[src/rtl/demux142_pkg.sv]
// Shared constants and helpers for the demux142 1-to-4 stream demultiplexer.
// Holds default data width and per-channel FIFO depth, channel index codes,
// and the occupancy-counter width helper used by the channel FIFOs.
package demux142_pkg;

    localparam int DEMUX_W     = 2;
    localparam int DEMUX_DEPTH = 2;

    localparam logic [1:0] CH0 = 2'b00;
    localparam logic [1:0] CH1 = 2'b01;
    localparam logic [1:0] CH2 = 2'b10;
    localparam logic [1:0] CH3 = 2'b11;

    // Occupancy must hold 0..DEPTH inclusive, hence one bit more than the pointer.
    function automatic int occ_width(input int depth);
        return $clog2(depth) + 1;
    endfunction

endpackage

[src/rtl/demux142_chan_fifo.sv]
// Purpose: synchronous per-channel FIFO with registered head output.
// Latency: word pushed at edge N is on dout (empty=0) after edge N.
// Backpressure: push ignored while full; pop ignored while empty.
// Ports: clk, rst (async active-high), push/din/full (write side),
//        pop/dout/empty (read side).
module demux142_chan_fifo
    import demux142_pkg::*;
#(
    parameter int W     = DEMUX_W,
    parameter int DEPTH = DEMUX_DEPTH
) (
    input  logic         clk,
    input  logic         rst,
    input  logic         push,
    input  logic [W-1:0] din,
    output logic         full,
    input  logic         pop,
    output logic [W-1:0] dout,
    output logic         empty
);

    localparam int PW = $clog2(DEPTH);
    localparam int OW = occ_width(DEPTH);

    logic [W-1:0]  mem [DEPTH];
    logic [PW-1:0] wr_ptr;
    logic [PW-1:0] rd_ptr;
    logic [OW-1:0] occ;

    logic do_push;
    logic do_pop;

    assign full  = (occ == OW'(DEPTH));
    assign empty = (occ == '0);
    assign dout  = mem[rd_ptr];

    // Full blocks push even when a pop happens in the same cycle, so the
    // write side never depends on the consumer's ready.
    assign do_push = push && !full;
    assign do_pop  = pop && !empty;

    always_ff @(posedge clk or posedge rst) begin
        if (rst) begin
            wr_ptr <= '0;
            rd_ptr <= '0;
            occ    <= '0;
            for (int i = 0; i < DEPTH; i++) begin
                mem[i] <= '0;
            end
        end else begin
            if (do_push) begin
                mem[wr_ptr] <= din;
                wr_ptr      <= wr_ptr + PW'(1);
            end
            if (do_pop) begin
                rd_ptr <= rd_ptr + PW'(1);
            end
            case ({do_push, do_pop})
                2'b10:   occ <= occ + OW'(1);
                2'b01:   occ <= occ - OW'(1);
                default: occ <= occ;
            endcase
        end
    end

endmodule

[src/rtl/demux142.sv]
// Purpose: registered 1-to-4 stream demux; in_sel steers each word into one of four FIFOs.
// Latency: accepted word visible on yk one cycle later; earliest pop the following edge.
// Backpressure: in_ready = !full of selected channel only; a stalled channel blocks only itself.
// Ports: clk, rst (async active-high); in_data/in_sel/in_valid/in_ready input stream;
//        y0..y3 heads, y_valid/y_ready per-channel handshake; busy = any channel non-empty.
module demux142
    import demux142_pkg::*;
#(
    parameter int W     = DEMUX_W,
    parameter int DEPTH = DEMUX_DEPTH
) (
    input  logic         clk,
    input  logic         rst,
    input  logic [W-1:0] in_data,
    input  logic [1:0]   in_sel,
    input  logic         in_valid,
    output logic         in_ready,
    output logic [W-1:0] y0,
    output logic [W-1:0] y1,
    output logic [W-1:0] y2,
    output logic [W-1:0] y3,
    output logic [3:0]   y_valid,
    input  logic [3:0]   y_ready,
    output logic         busy
);

    logic [3:0]   full;
    logic [3:0]   empty;
    logic [3:0]   push;
    logic [W-1:0] dout [4];

    // Registered occupancy only: no path from y_ready into in_ready.
    assign in_ready = !full[in_sel];

    always_comb begin
        push = 4'b0000;
        if (in_valid && in_ready) begin
            case (in_sel)
                CH0:     push[0] = 1'b1;
                CH1:     push[1] = 1'b1;
                CH2:     push[2] = 1'b1;
                CH3:     push[3] = 1'b1;
                default: push    = 4'b0000;
            endcase
        end
    end

    for (genvar k = 0; k < 4; k++) begin : g_chan
        demux142_chan_fifo #(
            .W     (W),
            .DEPTH (DEPTH)
        ) u_fifo (
            .clk   (clk),
            .rst   (rst),
            .push  (push[k]),
            .din   (in_data),
            .full  (full[k]),
            .pop   (y_ready[k]),
            .dout  (dout[k]),
            .empty (empty[k])
        );
    end

    assign y_valid = ~empty;
    assign y0      = dout[0];
    assign y1      = dout[1];
    assign y2      = dout[2];
    assign y3      = dout[3];
    assign busy    = |y_valid;

endmodule

[config.mk]
export PLATFORM = sky130hd
export DESIGN_NAME = demux142
export DESIGN_NICKNAME = d
export VERILOG_FILES = /design/src/rtl/demux142_pkg.sv /design/src/rtl/demux142_chan_fifo.sv /design/src/rtl/demux142.sv
export SDC_FILE = /design/constraint.sdc
export NUM_CORES = 1
export LEC_CHECK = 0
export CORE_MARGIN = 3
export CORE_UTILIZATION = 30
export DETAILED_ROUTE_END_ITERATION = 10
export GPL_TIMING_DRIVEN = 1
export RECOVER_POWER = 50
export SYNTH_ARGS = -nofsm -noshare
export SYNTH_HDL_FRONTEND = slang
export SYNTH_SLANG_ARGS = --single-unit
[constraint.sdc]
create_clock -name clk -period 2.3 [get_ports clk]
set_input_delay 0.575 -clock clk [delete_from_list [all_inputs] [get_ports clk]]
set_output_delay 0.575 -clock clk [all_outputs]
set_load 0.1 [all_outputs]
## After elaboration in Yosys (flattened, before gate mapping)

Cells that the tools add are included.

- Register bits: 32
- Output and inout bits: 14

- Add/sub/neg operators: 16
- $lt $le $gt $ge: 13
- Equal/unequal tests: 15
- Muxes and demuxes: 35
- Bitwise logic cells: 9
- Reductions and logical operators: 32

Operators by type and width:

| cell | count |
|---|---|
| $mux W2 | 16 |
| $eq A2 B2 Y1 const B | 10 |
| $bwmux W4 | 4 |
| $ge A2 B2 Y1 const B | 8 |
| $not A1 Y2 | 8 |
| $pmux W2 S2 | 4 |
| $logic_and A1 B1 Y1 | 13 |
| $eq A2 B1 Y1 const B | 5 |
| $logic_not A2 Y1 | 5 |
| $logic_not A1 Y1 | 9 |
| $add A1 B1 Y1 const B | 8 |
| $add A2 B1 Y2 const B | 4 |
| $demux W2 S1 | 4 |
| $lt A2 B1 Y1 const B | 4 |
| $reduce_bool A2 Y1 | 4 |
| $sub A2 B1 Y2 const B | 4 |
| $mux W1 | 5 |
| $mux W4 | 1 |
| $not A4 Y4 | 1 |
| $reduce_or A4 Y1 | 1 |
| $lt A2 B3 Y1 const B | 1 |
| $bmux W1 S2 | 1 |

## Longest topological paths before layout

- Word-level depth: 9
- Gate-level depth with buffers: 7

## Hierarchy

A second synthesis with hierarchy kept.

- Cell total of the unflattened synthesis: 128
- Area total of the unflattened synthesis: 1691.6 µm²

By module, submodules not included:

| module | times used | cells each | area an instance (µm²) | seq. area each (µm²) |
|---|---|---|---|---|
| demux142_chan_fifo | 4 | 29 | 401.6 | 200.2 |
| demux142 | 1 | 12 | 85.1 | 0.0 |

## Worst setup path after synthesis

No wires, ideal clock.

- Kind: register to output
- Start: register g_chan[0].u_fifo.occ[0]
- End: output port busy
- Arrival: 1949 ps
- Setup slack: -224 ps
- Cell stages (with the launch flop): 3
- Cells stage by stage: dfrtp_1 or2_2 or4_1

- Word-level cells in the longest chain between the ends: 3

RTL lines:

| what | line | text |
|---|---|---|
| from (decl) | demux142_chan_fifo.sv:28 | `logic [OW-1:0] occ;` |
| from (signal assigned) | demux142_chan_fifo.sv:59 | `2'b10: occ <= occ + OW'(1);` |
| from (signal assigned) | demux142_chan_fifo.sv:60 | `2'b01: occ <= occ - OW'(1);` |
| $logic_not A2 Y1 | demux142_chan_fifo.sv:34 | `assign empty = (occ == '0);` |
| $not A4 Y4 | demux142.sv:64 | `assign y_valid = ~empty;` |
| named net y_valid[0] | demux142.sv:22 | `output logic [3:0] y_valid,` |
| $reduce_or A4 Y1 | demux142.sv:69 | `assign busy = \|y_valid;` |
| to (decl) | demux142.sv:24 | `output logic busy` |

The timed path passes the listed nets, and every way through them passes these cells.

## Worst setup path in the final report

- Start: register g_chan[0].u_fifo.occ[1]
- End: output port busy

- Word-level cells in the longest chain between the ends: 3

RTL lines:

| what | line |
|---|---|
| $logic_not A2 Y1 | demux142_chan_fifo.sv:34 |
| $not A4 Y4 | demux142.sv:64 |
| $reduce_or A4 Y1 | demux142.sv:69 |

No other way between the ends.

==> key figures <==
Timing
  • Final min period: between 2000 and 2500 ps
  • RSZ-0062 raised after global routing: yes
  • Max-slew violations: 0
  • F_max: 439 MHz
  • Worst hold slack: around 500 ps
  • Relative slew margins: 0.469
  • Setup ws final: 23.1 ps
  • Number of setup violations in the final report: 0
  • Setup TNS: 0 ps
  • Worst-Margin Slew: around 800 ps
  • Period utilization: 0.990
  • Final clock skew: slightly above 4 ps
  • Endpoints failing hold: 0

Clock tree
  • Htree depth: 2
  • Clock Tree Buf Depth: 2
  • TritonCTS Buffers: 5
  • CTS tree: done
  • Clock Latency Late Sink: slightly below 300 ps
  • Clk slew on worst S/H paths: approximately 70 ps
  • Root Driver: clkbuf_8
  • Hold buffer count at cts: 0
  • Clock sinks: 32

Global routing
  • Gr usage total: 0.116
  • Met3 usage: 0.0348
  • Largest net degree at the start of global routing: 33
  • Met1 usage: 0.133
  • Vias in the first global route: around 1200
  • Initial antenna violation count: 0
  • Most crowded layer after global routing: met2
  • GR Util met2: 0.199
  • First-pass GRT wire length: about 5400 microns
  • Total gr overflow: 0

Yosys
  • Largest area contributor in the synthesized netlist: dfrtp_1
  • Main synth FF type: dfrtp_1
  • EDFF count, synth: 0
  • Synth Cell Area: between 1500 and 2000 sq um
  • Warnings, synthesis: 0
  • Synth Instances: ~120
  • Post-Syn Nets: 133
  • Share of the synthesized area in the top cell type: 0.515
  • Synthesized flop and latch total: 32
  • Post-synthesis cell type count: 25
  • Async SR Flop Fraction: 1.00
  • Register area share after synthesis: 0.515
  • Avg Cell Area, Syn: between 10 and 15 sq um
  • Most frequent cell after synthesis: dfrtp_1
  • Commonest cells post-synth: 32 x dfrtp_1, 22 x mux2_2, 12 x xnor2_1, 8 x xor2_1
  • Area contributors post-synth: dfrtp_1 51%, mux2_2 16%, xnor2_1 6.8%, xor2_1 4.5%, ha_1 3.2%

Place
  • PortBufs: 24
  • Post-DP HPWL: 2280 microns
  • Place WS: -141 ps
  • Placer Congestion: between 0.7 and 0.8

Drt
  • Routed wire length: ~3200 microns
  • Via count: 1053
  • Routed Antenna Nets: 0
  • DRC Markers: 0
  • Post-DR wirelength/cell: between 10 and 15 microns
  • 1st-pass router iterations: 4
  • Routed vias/inst: 4.50
  • 1st-iter DRT viols: 26

Critical path
  • R2r setup slk: about 570 ps
  • Worst Reg-to-Reg Cells: 6
  • RR Endpoint: g_chan[1].u_fifo.occ[1]
  • Crit Path Category: flop to primary output
  • Top Family by Delay on Critical Path: simple AND/OR/NAND/NOR gates
  • Critical Path Fanout Max: 3
  • Arrival @ worst endpoint: about 1700 ps
  • CP max-delay cell: or4_4
  • Setup crit start kind: flop
  • Critical R2R Launch: g_chan[1].u_fifo.occ[1]
  • Worst Path Required: roughly 1700 ps
  • Worst setup EP type: primary output
  • CP bufs+invs: 1
  • Critical path cell sequence: or2_4 -> or4_4 -> buf_12
  • Critical path's largest stage delay: approximately 570 ps

Floorplanning
  • Initial Util: 0.319
  • I/O Pins: 25
  • Die area: ~6000 sq um
  • Die X: around 80 microns
  • Die Ht: between 70 and 80 microns
  • FP Rows: 25
  • Core Region: between 4000 and 5000 sq um

Layout
  • Final core occ: 0.462
  • Area Overhead vs Synth: 45.1%
  • Nets: roughly 180
  • Share of cells above drive strength 1: 0.473
  • Ant diodes: 0
  • Fillcell total: 430

Hold path
  • Min-Delay Path Class: flop to flop
  • WHS Endpoint: g_chan[2].u_fifo.wr_ptr
  • Worst hold start: g_chan[2].u_fifo.wr_ptr
  • Cell count of the worst hold path: 1

Flow run
  • Max-Cap Viols: 0

Run status
  • Outcome: finished clean
==> per-layer routing <==
metal / wire [microns] / part of all wire
met5: 0 / 0
met4: 59 / 0.018
met3: 164 / 0.051
met2: 1670 / 0.52
met1: 1320 / 0.41
==> worst max path at each step <==
stage                                 start                      end  slack [ps]  depth (start not counted)
floorplan           g_chan[2].u_fifo.occ[0]                     busy          30                          2
global placement                  in_sel[1]                 in_ready        -120                          3
detailed placement                in_sel[1]  g_chan[1].u_fifo.occ[1]        -140                          6
CTS                 g_chan[2].u_fifo.occ[0]                 in_ready          -4                          4
global route        g_chan[3].u_fifo.occ[1]                     busy          -7                          3
finish              g_chan[0].u_fifo.occ[1]                     busy          20                          3
==> cell families after synthesis <==
family | after synthesis | share of synthesized area
simple gates | 33 | 0.134
fa+ha+maj | 4 | 0.0322
mux | 25 | 0.196
xor+xnor | 20 | 0.113
flops | 32 | 0.515
buf+inv | 4 | 0.0105
==> final cells by class <==
cell class | instances | area [sq um] | share of cell area
clock buffer | 7 | 96.3 | 0.0427
clock inverter | 1 | 30.0 | 0.0133
inverter | 3 | 11.3 | 0.00499
multi-input combinational | 82 | 768 | 0.341
sequential | 32 | 802 | 0.356
tap | 67 | 83.8 | 0.0372
timing repair buffer | 42 | 464 | 0.206
==> placed cells by master, fill, tap and decap left out, types with 2 or more instances in the layout <==
master	n
and2_0	2
and2_1	2
buf_12	10
buf_4	21
clkbuf_8	7
clkdlybuf4s50_1	7
dfrtp_1	31
ha_1	4
inv_1	3
mux2_2	22
mux2_4	2
nand2b_4	2
nand3_1	3
nand4b_1	2
nor2_1	5
nor2b_2	2
or2_4	4
or4_4	2
xnor2_1	12
xor2_1	8
==> worst register-to-register path, delay by kind of cell (launching register included) <==
kind                       cells  cell delay [ps]
and+or+nand+nor                3              760
xor gates and xnor gates       2              290
adders and majority gates      1              210
DFF                            1              400
==> sequential cells by signal (all words and copies together), names as in the netlist <==
signal,count
g_chan.u_fifo.wr_ptr,4
g_chan.u_fifo.rd_ptr,4
g_chan.u_fifo.mem,16
g_chan.u_fifo.occ,8
==> through the flow <==
step	std cells	instance area, sq um
2_1_floorplan	118	1560
3_3_place_gp	216	2020
3_5_place_dp	216	2020
4_1_cts	230	2200
5_1_grt	234	2260
6_report	234	2260
==> what timing repair did <==
| action | in CTS | in global routing |
|---|---|---|
| setup buffers | 6 | 4 |
| gates resized for setup | 4 | 8 |
| pin swaps | 1 | 4 |
| setup endpoints to repair | 2 | 2 |
Power is not shown: default switching activity piles up to over one toggle a cycle in this logic, so the estimate is an artifact.
